$ cat config.mk
export PLATFORM = sky130hd
export DESIGN_NAME = id_ex_pipe_stage
export DESIGN_NICKNAME = d
export VERILOG_FILES = /design/src/rtl/id_ex_pkg.sv /design/src/rtl/id_ex_pipe_stage_load_use_detect.sv /design/src/rtl/id_ex_pipe_stage.sv
export SDC_FILE = /design/constraint.sdc
export NUM_CORES = 1
export LEC_CHECK = 0
export CAP_MARGIN = 30
export CELL_PAD_IN_SITES_DETAIL_PLACEMENT = 2
export CELL_PAD_IN_SITES_GLOBAL_PLACEMENT = 2
export CORE_MARGIN = 4
export CORE_UTILIZATION = 24
export CTS_CLUSTER_SIZE = 28
export DETAILED_ROUTE_END_ITERATION = 6
export PLACE_DENSITY_LB_ADDON = 0.1
export SLEW_MARGIN = 20
export SYNTH_ARGS = -nofsm -noshare
export SYNTH_HDL_FRONTEND = slang
export SYNTH_SLANG_ARGS = --single-unit
$ cat constraint.sdc
create_clock -name clock -period 2.1 [get_ports clock]
set_clock_uncertainty 0.15 [all_clocks]
set_input_delay 0.42 -clock clock [delete_from_list [all_inputs] [get_ports clock]]
set_output_delay 0.42 -clock clock [all_outputs]
set_load 0.02 [all_outputs]
$ cat src/rtl/id_ex_pkg.sv
// Shared ID/EX definitions: default field widths, the stage payload layout and the bubble control value.
package id_ex_pkg;

    localparam int DATA_W  = 32;
    localparam int REG_W   = 5;
    localparam int CTRL_W  = 9;
    localparam int ALUOP_W = 2;
    localparam int CNT_W   = 16;

    typedef struct packed {
        logic [DATA_W-1:0]  r1;
        logic [DATA_W-1:0]  r2;
        logic [DATA_W-1:0]  address;
        logic [DATA_W-1:0]  pc;
        logic [CTRL_W-1:0]  ctrl;
        logic [ALUOP_W-1:0] alu_ctrl;
        logic               mem_read;
        logic [REG_W-1:0]   rd;
        logic [REG_W-1:0]   rs;
        logic [REG_W-1:0]   rt;
    } id_ex_payload_t;

    localparam logic [CTRL_W-1:0] CTRL_BUBBLE = '0;

endpackage

$ cat src/rtl/id_ex_pipe_stage_load_use_detect.sv
// Load-use hazard detector: a younger instruction reading the rt of a stored, still-pending load.
module load_use_detect #(
    parameter int REG_W = id_ex_pkg::REG_W
) (
    input  logic             in_valid,
    input  logic             y_valid,
    input  logic             y_mem_read,
    input  logic [REG_W-1:0] y_rt,
    input  logic [REG_W-1:0] in_rs,
    input  logic [REG_W-1:0] in_rt,
    output logic             haz
);

    // r0 is hard-wired zero, so a load targeting it never creates a dependency
    assign haz = in_valid && y_valid && y_mem_read && (y_rt != {REG_W{1'b0}})
              && ((y_rt == in_rs) || (y_rt == in_rt));

endmodule

$ cat src/rtl/id_ex_pipe_stage.sv
// ID/EX pipeline register with valid/ready handshake, sync flush and load-use bubble insertion.
// Optional macro ID_EX_SKID_EN adds a one-entry skid buffer that removes the out_ready -> in_ready path.
module id_ex_pipe_stage #(
    parameter int DATA_W  = id_ex_pkg::DATA_W,
    parameter int REG_W   = id_ex_pkg::REG_W,
    parameter int CTRL_W  = id_ex_pkg::CTRL_W,
    parameter int ALUOP_W = id_ex_pkg::ALUOP_W,
    parameter int CNT_W   = id_ex_pkg::CNT_W
) (
    input  logic               clock,
    input  logic               rst_n,
    input  logic               flush,
    input  logic               in_valid,
    output logic               in_ready,
    input  logic [DATA_W-1:0]  in_r1,
    input  logic [DATA_W-1:0]  in_r2,
    input  logic [DATA_W-1:0]  in_address,
    input  logic [DATA_W-1:0]  in_pc,
    input  logic [CTRL_W-1:0]  in_ctrl,
    input  logic [ALUOP_W-1:0] in_alu_ctrl,
    input  logic               in_mem_read,
    input  logic [REG_W-1:0]   in_rd,
    input  logic [REG_W-1:0]   in_rs,
    input  logic [REG_W-1:0]   in_rt,
    output logic               out_valid,
    input  logic               out_ready,
    output logic [DATA_W-1:0]  out_r1,
    output logic [DATA_W-1:0]  out_r2,
    output logic [DATA_W-1:0]  out_address,
    output logic [DATA_W-1:0]  out_pc,
    output logic [CTRL_W-1:0]  out_ctrl,
    output logic [ALUOP_W-1:0] out_alu_ctrl,
    output logic               out_mem_read,
    output logic [REG_W-1:0]   out_rd,
    output logic [REG_W-1:0]   out_rs,
    output logic [REG_W-1:0]   out_rt,
    output logic               load_use_stall,
    output logic [CNT_W-1:0]   bubble_count
);

    localparam int P_W = 4*DATA_W + CTRL_W + ALUOP_W + 1 + 3*REG_W;
    localparam int MR_BIT = 3*REG_W;
    // Bits that carry side effects: ctrl and mem_read must be zero in any invalid entry
    localparam logic [P_W-1:0] SIDE_MASK = {{(4*DATA_W){1'b0}}, {CTRL_W{1'b1}},
                                            {ALUOP_W{1'b0}}, 1'b1, {(3*REG_W){1'b0}}};
    localparam logic [CNT_W-1:0] CNT_MAX = {CNT_W{1'b1}};
    localparam logic [CNT_W-1:0] CNT_ONE = {{(CNT_W-1){1'b0}}, 1'b1};

    function automatic logic [P_W-1:0] squash(input logic [P_W-1:0] p);
        return p & ~SIDE_MASK;
    endfunction

    logic [P_W-1:0]   in_payload_s;
    logic [P_W-1:0]   out_q, out_d;
    logic             out_valid_q, out_valid_d;
    logic [CNT_W-1:0] bubble_count_q, bubble_count_d;
    logic             advance_s, haz_s, accept_s, bubble_s;
    logic             y_valid_s, y_mem_read_s;
    logic [REG_W-1:0] y_rt_s;

    assign in_payload_s = {in_r1, in_r2, in_address, in_pc, in_ctrl, in_alu_ctrl,
                           in_mem_read, in_rd, in_rs, in_rt};
    assign advance_s    = !out_valid_q || out_ready;
    assign accept_s     = in_valid && in_ready;

    load_use_detect #(.REG_W(REG_W)) u_load_use_detect (
        .in_valid   (in_valid),
        .y_valid    (y_valid_s),
        .y_mem_read (y_mem_read_s),
        .y_rt       (y_rt_s),
        .in_rs      (in_rs),
        .in_rt      (in_rt),
        .haz        (haz_s)
    );

`ifdef ID_EX_SKID_EN
    logic [P_W-1:0] skid_q, skid_d;
    logic           skid_valid_q, skid_valid_d;

    // The youngest stored entry is the skid whenever it is occupied
    assign y_valid_s    = skid_valid_q || out_valid_q;
    assign y_mem_read_s = skid_valid_q ? skid_q[MR_BIT] : out_q[MR_BIT];
    assign y_rt_s       = skid_valid_q ? skid_q[REG_W-1:0] : out_q[REG_W-1:0];
    assign in_ready     = !skid_valid_q && !haz_s && !flush;
    assign bubble_s     = haz_s && advance_s && !flush && !skid_valid_q;

    // Next-state for output and skid registers: flush, then drain skid, then accept
    always_comb begin
        out_d        = out_q;
        out_valid_d  = out_valid_q;
        skid_d       = skid_q;
        skid_valid_d = skid_valid_q;
        if (flush) begin
            out_valid_d  = 1'b0;
            out_d        = squash(out_q);
            skid_valid_d = 1'b0;
            skid_d       = squash(skid_q);
        end else if (advance_s) begin
            if (skid_valid_q) begin
                out_d        = skid_q;
                out_valid_d  = 1'b1;
                skid_valid_d = 1'b0;
                skid_d       = squash(skid_q);
            end else if (accept_s) begin
                out_d       = in_payload_s;
                out_valid_d = 1'b1;
            end else begin
                out_valid_d = 1'b0;
                out_d       = squash(out_q);
            end
        end else begin
            if (accept_s) begin
                skid_d       = in_payload_s;
                skid_valid_d = 1'b1;
            end else begin
                skid_d       = skid_q;
            end
        end
    end

    // Skid register state
    always_ff @(posedge clock or negedge rst_n) begin
        if (!rst_n) begin
            skid_q       <= {P_W{1'b0}};
            skid_valid_q <= 1'b0;
        end else begin
            skid_q       <= skid_d;
            skid_valid_q <= skid_valid_d;
        end
    end
`else
    assign y_valid_s    = out_valid_q;
    assign y_mem_read_s = out_q[MR_BIT];
    assign y_rt_s       = out_q[REG_W-1:0];
    assign in_ready     = advance_s && !haz_s && !flush;
    assign bubble_s     = haz_s && advance_s && !flush;

    // Next-state for the output register; a non-accepting advance leaves a squashed, invalid entry
    always_comb begin
        out_d       = out_q;
        out_valid_d = out_valid_q;
        if (flush) begin
            out_valid_d = 1'b0;
            out_d       = squash(out_q);
        end else if (advance_s) begin
            if (accept_s) begin
                out_d       = in_payload_s;
                out_valid_d = 1'b1;
            end else begin
                out_valid_d = 1'b0;
                out_d       = squash(out_q);
            end
        end else begin
            out_d = out_q;
        end
    end
`endif

    // Saturating bubble counter, immune to flush
    always_comb begin
        bubble_count_d = bubble_count_q;
        if (bubble_s && (bubble_count_q != CNT_MAX)) begin
            bubble_count_d = bubble_count_q + CNT_ONE;
        end else begin
            bubble_count_d = bubble_count_q;
        end
    end

    // Output register state
    always_ff @(posedge clock or negedge rst_n) begin
        if (!rst_n) begin
            out_q          <= {P_W{1'b0}};
            out_valid_q    <= 1'b0;
            bubble_count_q <= {CNT_W{1'b0}};
        end else begin
            out_q          <= out_d;
            out_valid_q    <= out_valid_d;
            bubble_count_q <= bubble_count_d;
        end
    end

    assign {out_r1, out_r2, out_address, out_pc, out_ctrl, out_alu_ctrl,
            out_mem_read, out_rd, out_rs, out_rt} = out_q;
    assign out_valid      = out_valid_q;
    assign bubble_count   = bubble_count_q;
    assign load_use_stall = haz_s;

endmodule
# ---- Word-level counts from Yosys, hierarchy flattened
# Cells that the tools add are included.
dict set report word_totals {
  register_bits 172
  latch_bits 0
  mem_bits_rw 0
  romBits 0
  inputBits 160
  out_inout_bits 174
  wordCells 33
  memories 0
}
dict set report classes {
  n_addsub 1
  n_mul 0
  n_div 0
  order_cmp 0
  eq_ne 3
  shifts 0
  mux 6
  n_bitwise 1
  reduce_logical 18
}
# operator count
set ops {}
lappend ops {{$mux W27} 3}
lappend ops {{$add A16 B1 Y16 const B} 1}
lappend ops {{$ne A16 B16 Y1 const B} 1}
lappend ops {{$eq A5 B5 Y1} 2}
lappend ops {{$logic_and A1 B1 Y1} 10}
lappend ops {{$reduce_bool A5 Y1} 1}
lappend ops {{$logic_not A1 Y1} 3}
lappend ops {{$mux W1} 3}
lappend ops {{$reduce_and A3 Y1} 1}
lappend ops {{$logic_or A1 B1 Y1} 2}
lappend ops {{$reduce_bool A2 Y1} 1}
lappend ops {{$not A1 Y1} 1}

# ---- Longest topological paths before layout
# Gate-level depths: netlist of the first run.
dict set report depth {
  depth_word 11
  mapped_depth 7
  ltp_nobuf 6
}

# ---- Hierarchy
# From an unflattened synthesis of the first run, not the netlist that was laid out.
dict set report hier_totals {
  hier_cells 429
  hier_area_um2 7459.7
}
# mod instances cells_each area_each_um2 seq_area_each_um2
set by_module_without_submodules {}
lappend by_module_without_submodules {id_ex_pipe_stage 1 412 7330.8 4304.1}
lappend by_module_without_submodules {load_use_detect 1 17 128.9 0.0}

# ---- Least setup slack after synthesis of the first run
# No wires, ideal clock.
dict set report synth_path {
  path_kind {reg-to-output}
  startpoint {register out_q[4]}
  endpoint {output in_ready}
  arrival_time_ns 1.882
  t_required_ns 1.530
  path_slack_ns -0.352
  path_stages_with_launch 7
  path_buffers 1
  cell_sequence {dfrtp_1 -> xor2_1 -> nor3_1 -> a22oi_2 -> clkbuf_1 -> nor2_1 -> nor2_1}
}
dict set report synth_between {
  elab_chain_len 6
  elab_cells_between_ends 9
  classes_between {eq/ne (2); reduce/logical (7)}
}
# element line_no
set synth_lines {}
lappend synth_lines {{start, declared} id_ex_pipe_stage.sv:54} ;# logic [P_W-1:0] out_q, out_d;
lappend synth_lines {{start signal, assigned} id_ex_pipe_stage.sv:172} ;# out_q <= {P_W{1'b0}};
lappend synth_lines {{start signal, assigned} id_ex_pipe_stage.sv:176} ;# out_q <= out_d;
lappend synth_lines {{$eq A5 B5 Y1 / $reduce_bool A5 Y1 (equally long branches)} {id_ex_pipe_stage_load_use_detect.sv:16, id_ex_pipe_stage_load_use_detect.sv:15}}
lappend synth_lines {{$logic_or A1 B1 Y1 / $logic_and A1 B1 Y1 (equally long branches)} {id_ex_pipe_stage_load_use_detect.sv:16, id_ex_pipe_stage_load_use_detect.sv:15}}
lappend synth_lines {{$logic_and A1 B1 Y1 (*)} id_ex_pipe_stage_load_use_detect.sv:16} ;# && ((y_rt == in_rs) || (y_rt == in_rt));
lappend synth_lines {{net load_use_stall} id_ex_pipe_stage.sv:37} ;# output logic load_use_stall,
lappend synth_lines {{$logic_not A1 Y1 (*)} id_ex_pipe_stage.sv:135} ;# assign in_ready = advance_s && !haz_s && !flush;
lappend synth_lines {{$logic_and A1 B1 Y1 (*) (2 in a row)} id_ex_pipe_stage.sv:135}
lappend synth_lines {{end, declared} id_ex_pipe_stage.sv:14} ;# output logic in_ready,
# The timed path passes the listed nets; every way through them passes the cells marked *.

# ---- Final worst setup path of the first run
dict set report layout_path {
  startpoint {register out_q[0]}
  endpoint {register out_q[122]}
}
dict set report layout_between {
  elab_chain_len 8
  elab_cells_between_ends 11
  classes_between {eq/ne (2); reduce/logical (9)}
}
# element line_no
set layout_lines {}
lappend layout_lines {{$eq A5 B5 Y1 / $reduce_bool A5 Y1 (equally long branches)} {id_ex_pipe_stage_load_use_detect.sv:16, id_ex_pipe_stage_load_use_detect.sv:15}}
lappend layout_lines {{$logic_or A1 B1 Y1 / $logic_and A1 B1 Y1 (equally long branches)} {id_ex_pipe_stage_load_use_detect.sv:16, id_ex_pipe_stage_load_use_detect.sv:15}}
lappend layout_lines {{$logic_and A1 B1 Y1 (*)} id_ex_pipe_stage_load_use_detect.sv:16}
lappend layout_lines {{$logic_not A1 Y1 (*)} id_ex_pipe_stage.sv:135}
lappend layout_lines {{$logic_and A1 B1 Y1 (*) (2 in a row)} id_ex_pipe_stage.sv:135}
lappend layout_lines {{$logic_and A1 B1 Y1 (*)} id_ex_pipe_stage.sv:64} ;# assign accept_s = in_valid && in_ready;
lappend layout_lines {{$reduce_and A3 Y1 (no line) (*)} -}
# Mark *: on every way between the ends. The rest lies on a longest branch, timed or not.
# A chain may end at the register's enable or synchronous reset.

==> results.md, run 1 <==
- After synthesis, the most frequently instantiated cells are 172 x sky130_fd_sc_hd__dfrtp_1, 125 x sky130_fd_sc_hd__mux2_2, 24 x sky130_fd_sc_hd__xor2_1, 20 x sky130_fd_sc_hd__mux2_4, 11 x sky130_fd_sc_hd__buf_12.
- The count of flip-flops with a built-in enable after synthesis is 0.
- Clock-pin slew was measured on the worst setup and hold paths at 0.08 ns.
- The static power due to leakage is 0.005761 uW.
- The quantity of I/O buffers inserted on ports is 333.
- TritonCTS built the clock tree.
- sky130_fd_sc_hd__dfrtp_1 is the most common cell in the netlist.
- The average cell area after synthesis is 16.18 um2.
- The setup slack on the worst flop-to-flop path is -0.45 ns.
- The flow ran to the end, but the final reports show violations.
- The first global-routing pass estimated 37200 um of wire.
- The data arrival time of the critical path is 2.72 ns.
- Data on the critical path is required at its endpoint by 2.27 ns.
- The worst slew slack as a fraction of its limit is 0.6256.
- The type of the worst setup path is reg2reg.
- The worst setup path is captured at a register.
- Synthesis inferred 172 register bits.
- The total nets after synthesis is 592.
- Entering global routing, the biggest net connects 47 pins.
- The type of origin of the critical path is a register.
- The number of global-route vias before repair is 5991.
- For this run, the number of Yosys warnings is 0.
- The detailed router used layers up to and including met5.
- The number of placed instances, taps included, is 1170.
- Prior to clock tree synthesis, the placed netlist has a worst setup slack of -0.7940 ns.
- In this run the critical register-to-register path is launched from out_q[0].
- The setup slack after layout is -0.4532 ns.
- The checks that failed: negative setup slack.
- The layout net count is 1001.
- The initial antenna violation count came to 4.
- The portion of the clock cycle consumed by the worst path in the final layout is 1.216.
- The achievable frequency is 391.7 MHz.
- The dominant synthesized flop cell is sky130_fd_sc_hd__dfrtp_1.
- The top-level I/O count is 334.
- The core region area is 28700 um2.
- Setup repair after global routing could not meet its margin everywhere.
- The area share of the largest cell type after synthesis is 0.6172.
- The worst ir drop on vdd is 0.4441 mV.
- Yosys attributes the largest share of cell area to sky130_fd_sc_hd__dfrtp_1 62%, sky130_fd_sc_hd__mux2_2 20%, sky130_fd_sc_hd__mux2_4 4.3%.
- The routed metal-1 wire length is 9688 um.
- The area of the mapped netlist is 6974 um2.
- The routed design uses 1953 um of met3 wire.
- In the routed design, unresolved DRC markers number 0.
- The starting density of the core is 0.2430.
- The worst-skew pair later-pin latency is 0.44 ns.
- The routed layout has 5290 vias.
- The die outline area is 31850 um2.
- The floorplan row count is 62.
- The met2 wirelength from detailed routing is 15090 um.
- The post-synthesis sequential area ratio is 0.6172.
- The number of search-and-repair iterations in the first detailed-routing pass is 4.
- Summed over all layers, the routed wires come to 27290 um.
- The worst register-to-register path has a depth of 7.
- For this block, the initial DRC count from the detailed router was 136.
- In the global route stage, overall resource usage came out at 0.1558.
- For the pin with the worst max-slew slack, the measured transition is 0.5616 ns.
- CTS saw 172 sinks.
- The power density over cell area is 848.7 nW/um2.
- The number of pins with negative max-slew slack in the final report is 0.
- In the routed layout, each cell is associated on average with a via count of 4.273.
- The number of filler instances in the final layout is 2789.
- The share of final-layout standard cells stronger than drive strength 1 is 0.3423.
- The biggest area contributor in the post-synthesis netlist is sky130_fd_sc_hd__dfrtp_1.
- The proportion of register bits with asynchronous set or reset after synthesis is 1.000.
- The die span in x is 178.5 um.
- The H-tree was split into 4 levels.
- The final hold violation count came to 0.
- The share of the core filled with cells is 0.4413.
- The post-DP HPWL is 18900 um.
- The critical-path maximum fanout is 10.
- Synthesis produced 431 cells.
- The chip height is 178.5 um.
- The post-detailed-route wirelength per cell is 22.04 um.
- The endpoint of the worst-slack reg-to-reg timing path is out_q[122].
- The number of CTS-inserted buffers is 17.
- The post-detailed-route count of antenna-violating nets is 0.
- The final RePlAce weighted congestion is 0.7640.
- The netlist uses 30 different library cells.
- The root buffer cell chosen for the clock tree is sky130_fd_sc_hd__clkbuf_16.
- The tool flagged a number of max-cap violations equal to 0.
- The total setup violations reported at the end of the flow is 174.
- The total overflow left after global routing is 0.
- In this run the worst hold path is classified as in2async.
- The source of the critical timing path is out_q[0].
- The number of buffers on the longest clock path is 2.
- The smallest clock period supported by the final layout is computed as 2.553 ns.
- Relative to the synthesized area, the layout overhead comes to 81.63%.
- Once layout is complete, the cells apart from fillers number 1238.
layer usage:
layer  track usage  vias up
met2        0.2898      171
met4       0.04573        6
met5             0        -
li1              -     2352
met1        0.1610     2728
met3       0.06104       33
metrics by stage:
| stage | instance area [um2] | hold WS [ns] | power [uW] | setup TNS, ns |
|---|---|---|---|---|
| after floorplan | 7059 | -0.02559 | 5515 | -26.49 |
| after global placement | 11020 | 0.2682 | 7173 | -108.48 |
| after detailed placement | 11020 | 0.2716 | 7263 | -116.51 |
| after CTS | 11890 | 0.3555 | 10640 | -62.37 |
| after global routing | 12670 | 0.3693 | 11270 | -74.89 |
| final | 12670 | 0.3507 | 10750 | -62.84 |
worst max path at each step:
stage,to,depth (start not counted)
after floorplan,out_q[1],6
after global placement,load_use_stall,7
after detailed placement,load_use_stall,7
after CTS,out_q[61],7
after global routing,out_q[29],7
final,out_q[122],7
critical path: stages (launching register included):
cell                        delay, ns
sky130_fd_sc_hd__dfrtp_2         0.43
sky130_fd_sc_hd__or4_4           0.55
sky130_fd_sc_hd__o21ai_4         0.22
sky130_fd_sc_hd__buf_6           0.13
sky130_fd_sc_hd__o211a_4         0.26
sky130_fd_sc_hd__buf_4           0.18
sky130_fd_sc_hd__clkbuf_16       0.17
sky130_fd_sc_hd__mux2_2          0.34
power by group:
part	total, uW	internal [uW]	switching (uW)	leakage, uW
sequential	4130	3820	312	0.00207
clock	3210	1690	1520	0.000276
combinational	3420	1940	1470	0.00342
sequential cells by signal (all words and copies together) (netlist names):
| name | flops |
|---|---|
| out_q | 155 |
| out_valid | 1 |
| bubble_count | 16 |
layout make-up:
class	count	area, um2	area share
clock buffer	18	429.2	0.03388
antenna	1	2.502	0.0001976
tap	384	480.5	0.03793
timing repair buffer	410	4380	0.3458
multi-input combinational	239	2917	0.2302
clock inverter	14	146.4	0.01156
sequential	172	4312	0.3404
cell usage in the layout, fill, tap and decap left out, types with 5 or more instances in the layout:
cell	count
sky130_fd_sc_hd__dlygate4sd2_1	8
sky130_fd_sc_hd__dfrtp_2	6
sky130_fd_sc_hd__mux2_4	99
sky130_fd_sc_hd__clkbuf_16	25
sky130_fd_sc_hd__clkdlybuf4s50_1	311
sky130_fd_sc_hd__xor2_1	23
sky130_fd_sc_hd__buf_6	13
sky130_fd_sc_hd__nor4_4	7
sky130_fd_sc_hd__dlymetal6s2s_1	9
sky130_fd_sc_hd__nand3_1	6
sky130_fd_sc_hd__buf_12	13
sky130_fd_sc_hd__dfrtp_1	166
sky130_fd_sc_hd__buf_4	40
sky130_fd_sc_hd__buf_16	5
sky130_fd_sc_hd__nor3_4	7
sky130_fd_sc_hd__mux2_2	47
sky130_fd_sc_hd__inv_6	5
sky130_fd_sc_hd__nand2_1	7
sky130_fd_sc_hd__a22o_1	10
sky130_fd_sc_hd__nand4_1	5
cells by family (layout without fill, tap and decap cells):
| logic type | Yosys count | after routing | share of synthesized area |
|---|---|---|---|
| flip-flops | 172 | 172 | 0.6172 |
| adder cells (fa/ha/maj) | 1 | 1 | 0.001794 |
| AND/OR/NAND/NOR | 52 | 52 | 0.04001 |
| AO/OA/AOI/OAI | 15 | 15 | 0.02153 |
| multiplexers | 146 | 146 | 0.2465 |
| buffers and inverters | 20 | 442 | 0.04162 |
| XOR/XNOR | 25 | 25 | 0.03140 |
| other | 0 | 1 | 0 |
what timing repair did:
action | CTS | global route
pin swaps | 9 | 29
hold buffers | 1 | 0
setup endpoints to repair | 186 | 183
gates cloned | 3 | 13
gates resized for setup | 54 | 98
endpoints found under the hold margin | 38 | 0
buffers inserted | 6 | 14
No activity file was read; power rests on OpenSTA's default activity.
==> run 2, diff against run 1 <==
--- a/config.mk
+++ b/config.mk
@@ -8,12 +8,10 @@
 export CAP_MARGIN = 30
 export CELL_PAD_IN_SITES_DETAIL_PLACEMENT = 2
 export CELL_PAD_IN_SITES_GLOBAL_PLACEMENT = 2
-export CORE_MARGIN = 4
 export CORE_UTILIZATION = 24
 export CTS_CLUSTER_SIZE = 28
 export DETAILED_ROUTE_END_ITERATION = 6
 export PLACE_DENSITY_LB_ADDON = 0.1
-export SLEW_MARGIN = 20
 export SYNTH_ARGS = -nofsm -noshare
 export SYNTH_HDL_FRONTEND = slang
 export SYNTH_SLANG_ARGS = --single-unit
==> run 2 against run 1 <==
  * The run still ends with negative setup slack left
  * Flip-flop and latch count stayed put
  * Die area is 6.6% lower
  * Register-to-register slack better by 0.08 ns
  * Maximum frequency is 3.0% higher
  * Sequential share of layout area is 1.7 points higher
  * Core utilization is 2.0 points lower
  * Clock power is 3% lower
  * Hold slack better by 0.0040 ns
  * Total power is 3.6% lower
  * Via count is 2.1% lower
  * Design area is 4.8% lower
  * Largest cell class is now flip-flops and latches
  * Largest power group unchanged
  * Highest routed layer is now met4
==> results.md, run 2 (same netlist as run 1, synthesis figures left out) <==
- The number of CTS-inserted buffers is 17 (unchanged).
- The library cell used most frequently in the layout, excluding fill and tap cells, is sky130_fd_sc_hd__clkdlybuf4s50_1.
- The die span in x came to 172.5 um (-3.4%).
- The type of origin of the critical path is a register.
- The count of unresolved DRC violations after routing came to 0 (unchanged).
- The area growth from synthesis to layout is 72.96%.
- The number of search-and-repair iterations in the first detailed-routing pass is 4 (unchanged).
- The type of the worst setup path is reg2reg.
- The setup slack at placement was -0.7672 ns (+0.02672 ns).
- The worst slew slack as a fraction of its limit was 0.6177 (-0.007888).
- The layout net count came to 996 (-0.50%).
- The maximum number of pins on one net before global-route repair is 48 (+2.1%).
- The worst hold margin was 0.3547 ns (+0.003994 ns).
- The data arrival time of the critical path is 2.63 ns (-0.09 ns).
- Counting instances, the worst hold path has a depth of 1.
- The floorplan row count is 62 (unchanged).
- The initial antenna violation count is 1 (-3).
- out_q holds more flip-flops than any other register.
- The tightest min-delay check is of the reg2reg type.
- The setup slack after layout is -0.3779 ns (+0.07527 ns).
- The library cells used most frequently in the layout, excluding fill and tap cells, are 313 x sky130_fd_sc_hd__clkdlybuf4s50_1, 165 x sky130_fd_sc_hd__dfrtp_1, 109 x sky130_fd_sc_hd__mux2_2.
- The wire length of the first global-routing pass is 35010 um (-5.9%).
- The detail-routed via count per cell was 4.201 (-1.7%).
- The post-detailed-route wirelength per cell came to 19.44 um (-12%).
- The total setup violations reported at the end of the flow came to 171 (-1.7%).
- Setup repair after global routing could not meet its margin everywhere.
- The starting density of the core is 0.2436 (+0.0006585).
- The cell at the root of the clock tree is sky130_fd_sc_hd__clkbuf_16.
- The post-detailed-route count of antenna-violating nets is 0 (unchanged).
- The signal on the critical path passes through or4_4 -> o21ai_4 -> buf_4 -> o211a_4 -> buf_12 -> buf_12 -> mux2_2.
- The worst ir drop on vdd is 0.3490 mV (-21%).
- The core region area is 28630 um2 (-0.27%).
- The worst-skew pair later-pin latency was 0.42 ns (-0.02 ns).
- The final hold violation count is 0 (unchanged).
- The die outline area came to 29740 um2 (-6.6%).
- The clock-pin slew on the worst setup and hold paths is 0.07 ns (about the same).
- The post-DP HPWL is 18280 um (-3.3%).
- The total clock sinks is 172 (unchanged).
- The maximum level of the CTS H-tree is 4 (unchanged).
- The instance count after placement with tap cells included is 1182 (+1.0%).
- The number of pins with negative max-slew slack in the final report is 0 (unchanged).
- In this design, the critical path's most frequently occurring cell is sky130_fd_sc_hd__buf_12.
- The total via count after detailed routing was 5180 (-2.1%).
- The number of filler instances in the final layout is 2827 (+1.4%).
- The count of cells along the worst register-to-register path is 7 (unchanged).
- The final cell count without fillers is 1233 (-0.40%).
- The number of global-route vias before repair is 5937 (-0.90%).
- The clock period minus final worst setup slack is 2.478 ns (-0.07527 ns).
- The placed cell area is 11170 um2 (+1.4%).
- The power density over cell area is 859.1 nW/um2 (+1.2%).
- The achievable frequency is 403.6 MHz (+3.0%).
- The required time of the critical path came to 2.25 ns (-0.02 ns).
- The final reports fail on negative setup slack.
- The critical-path cell with the highest stage delay is sky130_fd_sc_hd__or4_4.
- TritonCTS built the clock tree.
- The combined global-route utilization of all metal layers came to 0.1590 (+0.003220).
- The share of final-layout standard cells stronger than drive strength 1 came to 0.3302 (-0.01213).
- The portion of the clock cycle consumed by the worst path in the final layout is 1.180 (-0.03584).
- The largest incremental delay on the critical path is 0.55 ns (about the same).
- The quantity of I/O buffers inserted on ports is 333 (unchanged).
- The worst setup path is captured at a register.
- The sum of overflow across all layers after global routing is 0 (unchanged).
- The top-level I/O count is 334 (unchanged).
- The number of violations reported at the end of detailed-routing iteration 0 is 144 (+5.9%).
- The static power due to leakage is 0.005189 uW (-9.9%).
- The actual transition at the worst max-transition pin is 0.5735 ns (+0.01183 ns).
- The critical-path maximum fanout is 17 (+7).
- The routed wire length was 23970 um (-12%).
- The number of buffers on the longest clock path is 2 (unchanged).
- The summed negative setup slack over all endpoints is -52.85 ns (+9.987 ns).
- The flip-flop count of the largest register, all copies and words added was 155 (unchanged).
- The chip height is 172.5 um (-3.4%).
- The number of maximum-capacitance violations is 0 (unchanged).
- The final RePlAce weighted congestion is 0.7551 (-1.2%).
- The cell area after layout is 12060 um2 (-4.8%).
- The run finished, with violations left.
run 2: what timing repair did:
| action | 4_1_cts | 5_1_grt |
|---|---|---|
| cloned | 1 | 3 |
| endpoints found under the setup margin | 176 | 175 |
| hold buffers | 1 | 0 |
| gates resized for setup | 41 | 25 |
| hold endpoints to repair | 39 | 0 |
| pin swaps | 7 | 9 |
| buffers inserted | 10 | 4 |
run 2: worst paths after layout:
check,from,to,slack [ns]
max in group asynchronous,rst_n,out_q[25],0.77
worst min register to register,out_q[47],out_q[47],0.35
worst max register to register,out_q[0],out_q[130],-0.38
min in group asynchronous,rst_n,out_q[141],0.38
worst max-delay path,out_q[0],out_q[130],-0.38
worst min-delay path,out_q[47],out_q[47],0.35
run 2: cell type report:
class	instances	area, um2	share of cell area
clock inverters	13	122.6	0.01016
repair buffers	405	4126	0.3421
clock buffers	19	452.9	0.03755
diodes	1	2.502	0.0002074
flip-flops and latches	172	4313	0.3575
well taps	384	480.5	0.03983
multi-input cells	239	2565	0.2126
run 2: critical path, delay by kind of cell (launching register included):
kind,cells,cell delay (ns)
compound gates,2,0.39
buf+inv,3,0.46
flops,1,0.43
mux,1,0.35
simple gates,1,0.55
run 2: metal layers:
layer  GRT usage  part of all wire
met1      0.1676              0.36
met3     0.05585             0.073
met4     0.04963             0.015
met5           0                 0
met2      0.2935              0.56
run 2: metrics by stage:
step                      total power, uW  utilization
after global placement               7192       0.3903
after floorplan                      5515            -
final                               10360       0.4214
after CTS                           10530       0.4157
after global routing                10860       0.4214
after detailed placement             7280       0.3903
run 2: report_power, final:
part	total [uW]	switching [uW]	internal (uW)
Clock	3120	1490	1640
Combinational	3130	1380	1750
Sequential	4110	290	3820
Total	10400	3160	7200
==> run 3, diff against run 2 <==
--- a/config.mk
+++ b/config.mk
@@ -5,13 +5,14 @@
 export SDC_FILE = /design/constraint.sdc
 export NUM_CORES = 1
 export LEC_CHECK = 0
-export CAP_MARGIN = 30
 export CELL_PAD_IN_SITES_DETAIL_PLACEMENT = 2
 export CELL_PAD_IN_SITES_GLOBAL_PLACEMENT = 2
-export CORE_UTILIZATION = 24
+export CORE_UTILIZATION = 25
 export CTS_CLUSTER_SIZE = 28
 export DETAILED_ROUTE_END_ITERATION = 6
+export MAX_ROUTING_LAYER = met4
 export PLACE_DENSITY_LB_ADDON = 0.1
 export SYNTH_ARGS = -nofsm -noshare
 export SYNTH_HDL_FRONTEND = slang
+export SYNTH_HIERARCHICAL = 1
 export SYNTH_SLANG_ARGS = --single-unit
==> run 3 against run 2 <==
  * The run still ends with negative setup slack left
  * Synthesized area grew 7.0%
  * Critical path depth grew 2
  * Synthesized cell count shrank 0.46%
  * Worst setup slack lost 0.27 ns
  * Combinational power grew 7.3%
  * Non-clock buffer count shrank 7
  * Register-to-register slack lost 0.27 ns
  * Design area grew 5.2%
  * Wire length grew 6.6%
  * Sequential share of layout area shrank 1.8 points
  * Total power grew 2.7%
  * Flip-flop and latch count is the same
==> results.md, run 3 <==
- The flow ran to the end, but the final reports show violations.
- The checks that failed: negative setup slack.
- The flop and latch count out of synthesis is 172 (unchanged).
- The initial antenna violation count is 0 (-1).
- The count of unresolved DRC violations after routing is 0 (unchanged).
- The starting density of the core is 0.2571 (+0.01348).
- The number of maximum-capacitance violations is 0 (unchanged).
- The post-synthesis instance total was 429 (-0.46%).
- The worst-skew pair later-pin latency came to 0.44 ns (+0.02 ns).
- The critical-path cell with the highest stage delay is sky130_fd_sc_hd__or4_4.
- The count of cells along the worst register-to-register path is 9 (+2).
- The combined global-route utilization of all metal layers is 0.1711 (+0.01208).
- More flip-flops sit in one register than any other, and that register is out_q.
- The chip height is 174.7 um (+1.3%).
- The total nets after synthesis came to 590 (-0.34%).
- The actual transition at the worst max-transition pin is 0.7610 ns (+0.1875 ns).
- The top-level I/O count is 334 (unchanged).
- The number of search-and-repair iterations in the first detailed-routing pass was 4 (unchanged).
- The net load switching power is 3264 uW (+3.3%).
- The core region area is 29010 um2 (+1.4%).
- Leaving out fill and tap cells, the most frequent cells in the layout are 304 x sky130_fd_sc_hd__clkdlybuf4s50_1, 170 x sky130_fd_sc_hd__dfrtp_1, 149 x sky130_fd_sc_hd__mux2_4.
- Traced cell by cell, the critical path runs through or4_4 -> o2111ai_4 -> a21oi_2 -> buf_4 -> nor3b_4 -> and2_4 -> buf_12 -> buf_4 -> mux2_4.
- The total via count after detailed routing is 5245 (+1.3%).
- The clock period minus final worst setup slack is 2.748 ns (+0.2700 ns).
- The dominant cell by count in the synthesized netlist is sky130_fd_sc_hd__dfrtp_1.
- The worst slew slack as a fraction of its limit is 0.4908 (-0.1269).
- The setup slack on the worst flop-to-flop path was -0.65 ns (-0.27 ns).
- The logic gate share of total power is 0.316 (+0.014).
- The quantity of I/O buffers inserted on ports is 333 (unchanged).
- The sum of overflow across all layers after global routing was 0 (unchanged).
- The floorplan row count was 62 (unchanged).
- The power density over cell area is 838.5 nW/um2 (-2.4%).
- The final cell count without fillers is 1225 (-0.65%).
- The met3 usage in global routing was 0.04896 (-0.006892).
- The die outline area is 30530 um2 (+2.7%).
- The final hold violation count is 0 (unchanged).
- The final RePlAce weighted congestion is 0.8128 (+7.6%).
- By area the synthesized netlist is led by sky130_fd_sc_hd__dfrtp_1 58%, sky130_fd_sc_hd__mux2_4 26%, sky130_fd_sc_hd__mux2_2 3.2%.
- The cell-internal power is 7375 uW (+2.4%).
- The layout net count is 989 (-0.70%).
- The routed wire length came to 25540 um (+6.6%).
- The proportion of register bits with asynchronous set or reset after synthesis was 1.000 (unchanged).
- Setup repair after global routing could not meet its margin everywhere.
- The setup slack at placement is -0.9783 ns (-0.2111 ns).
- The post-detailed-route wirelength per cell is 20.85 um (+7.3%).
- The reg-to-reg critical path startpoint is out_q[2].
- The critical-path maximum fanout is 8 (-9).
- The number of antenna repair diodes was 0 (-1).
- The area taken by multi-input logic gates is 3177 um2 (+24%).
- The count of flip-flops with a built-in enable after synthesis is 0 (unchanged).
- The number of buffers on the longest clock path is 2 (unchanged).
- The type of origin of the critical path is a register.
- The number of library cell types mapped by synthesis is 43 (+43%).
- The storage element area is 4307 um2 (-0.15%).
- The post-synthesis to final-layout area growth is 70.09%.
- The largest incremental delay on the critical path is 0.54 ns (about the same).
- The number of pins with negative max-slew slack in the final report is 0 (unchanged).
- The switching share of power is 0.3068 (+0.001924).
- The post-detailed-route count of antenna-violating nets is 0 (unchanged).
- The total setup violations reported at the end of the flow is 174 (+1.8%).
- The global routing met1 resource utilization is 0.2019 (+0.03430).
- The area share of the largest cell type after synthesis is 0.5770 (-0.04016).
- The maximum level of the CTS H-tree came to 4 (unchanged).
- The portion of the clock cycle consumed by the worst path in the final layout is 1.309 (+0.1286).
- The maximum number of pins on one net before global-route repair came to 55 (+15%).
- The average cell area after synthesis was 17.39 um2 (+7.5%).
- Counting stages on the worst path, the most repeated cell is sky130_fd_sc_hd__buf_4.
- The number of warning messages in the yosys log was 6 (+6).
- The leading cell type in the layout, fill and taps excluded is sky130_fd_sc_hd__clkdlybuf4s50_1.
- The wire length of the first global-routing pass is 38290 um (+9.4%).
- The clock group share of total power is 0.296 (-0.005).
- The required time of the critical path is 2.26 ns (about the same).
- The clock-pin slew on the worst setup and hold paths is 0.07 ns (about the same).
- The post-DP HPWL is 18290 um (about the same).
- The number of filler instances in the final layout is 2823 (-0.14%).
- The total clock sinks was 172 (unchanged).
- The setup slack after layout came to -0.6479 ns (-0.2700 ns).
- The number of CTS-inserted buffers is 17 (unchanged).
- Sorting the synthesized cells by how often they occur yields 172 x sky130_fd_sc_hd__dfrtp_1, 130 x sky130_fd_sc_hd__mux2_4, 21 x sky130_fd_sc_hd__mux2_2, 14 x sky130_fd_sc_hd__xor2_1, 11 x sky130_fd_sc_hd__buf_12.
- The achievable frequency is 363.9 MHz (-9.8%).
- The peak-usage layer in the global routing report is met2.
- The die span in x is 174.7 um (+1.3%).
- The data arrival time of the critical path is 2.91 ns (+0.28 ns).
- The type of the worst setup path is reg2reg.
- The number of violations reported at the end of detailed-routing iteration 0 is 177 (+23%).
- The post-synthesis sequential area ratio was 0.5770 (-0.04016).
- The proportion of power drawn by flip-flops and latches is 0.388 (-0.008).
- STA classifies the critical path endpoint as a register.
- The worst register-to-register path ends at out_q[143].
- The tightest min-delay check is of the in2async type.
- The worst ir drop on vdd is 0.4339 mV (+24%).
- The share of final-layout standard cells stronger than drive strength 1 is 0.3401 (+0.009883).
- Among all flip-flop cells after synthesis, the most frequent one is sky130_fd_sc_hd__dfrtp_1.
- The tree is rooted in a sky130_fd_sc_hd__clkbuf_16.
- The global-route track usage on met2 was 0.2864 (-0.007103).
- The CTS tree is built.
- The detail-routed via count per cell is 4.282 (+1.9%).
- The instance count after placement with tap cells included is 1167 (-1.3%).
- The largest area contributor in the synthesized netlist is sky130_fd_sc_hd__dfrtp_1.
- The number of global-route vias before repair came to 6000 (+1.1%).
- The static power due to leakage came to 0.005622 uW (+8.3%).
- The flip-flop count of the largest register, all copies and words added came to 155 (unchanged).
- The area of the mapped netlist came to 7460 um2 (+7.0%).
-- run 3: cell type report --
cell class | count | share of cell area
multi-input cells | 238 | 0.2504
clock buffers | 19 | 0.03491
flip-flops and latches | 172 | 0.3394
clock inverters | 13 | 0.009960
well taps | 384 | 0.03787
inverters | 1 | 0.0002958
repair buffers | 398 | 0.3272
-- run 3: worst max path at each step --
stage,cells after the start,end,startpoint,slack (ns)
floorplan,8,out_q[1],out_q[1],-0.63
global placement,8,in_ready,in_rs[2],-0.91
detailed placement,8,in_ready,in_rs[2],-0.98
CTS,6,in_ready,out_q[4],-0.65
global route,9,out_q[143],out_q[4],-0.78
finish,9,out_q[143],out_q[2],-0.65
-- run 3: logic make-up after synthesis --
group / synth area share
flip-flops: 0.5770
AND/OR/NAND/NOR: 0.04697
AO/OA/AOI/OAI: 0.01862
XOR/XNOR: 0.02231
multiplexers: 0.2934
buffers and inverters: 0.04008
adder cells (fa/ha/maj): 0.001677
-- run 3: critical path, delay by kind of cell, from the launching register on --
family / cells / cell delay (ns)
multiplexers: 1 / 0.30
AND/OR/NAND/NOR: 3 / 0.97
buffers and inverters: 3 / 0.49
AO/OA/AOI/OAI: 2 / 0.30
flip-flops: 1 / 0.40
-- run 3: what timing repair did --
| item | in CTS | in global routing |
|---|---|---|
| setup buffers | 17 | 4 |
| setup endpoints to repair | 197 | 178 |
| gates cloned | 3 | 4 |
| endpoints found under the hold margin | 28 | 0 |
| resized for setup | 92 | 25 |
| pin swaps | 25 | 10 |
| hold buffers | 1 | 0 |
-- run 3: routing by layer --
layer / vias to the layer above / share of wire
met5: - / 0
met4: 0 / 0.010
met3: 18 / 0.063
met2: 214 / 0.50
met1: 2686 / 0.42
li1: 2327 / -
-- run 3: through the flow --
stage / total power [uW] / setup TNS (ns) / instance area [um2] / util / hold slack (ns)
final: 10640 / -102.56 / 12690 / 0.4373 / 0.2904
after global placement: 7385 / -139.41 / 11450 / 0.3948 / 0.1796
after CTS: 10800 / -102.63 / 12490 / 0.4306 / 0.2905
after global routing: 11110 / -125.48 / 12690 / 0.4373 / 0.2946
after detailed placement: 7459 / -153.29 / 11450 / 0.3948 / 0.1859
after floorplan: 5708 / -97.11 / 7478 / - / -0.02559
-- run 3: power groups by stage --
| stage | Clock (uW) | Combinational [uW] | Sequential, uW |
|---|---|---|---|
| floorplan | 0 | 923 | 4780 |
| global placement | 0 | 3240 | 4150 |
| detailed placement | 0 | 3270 | 4190 |
| CTS | 3290 | 3380 | 4140 |
| global route | 3400 | 3530 | 4190 |
| finish | 3150 | 3360 | 4130 |
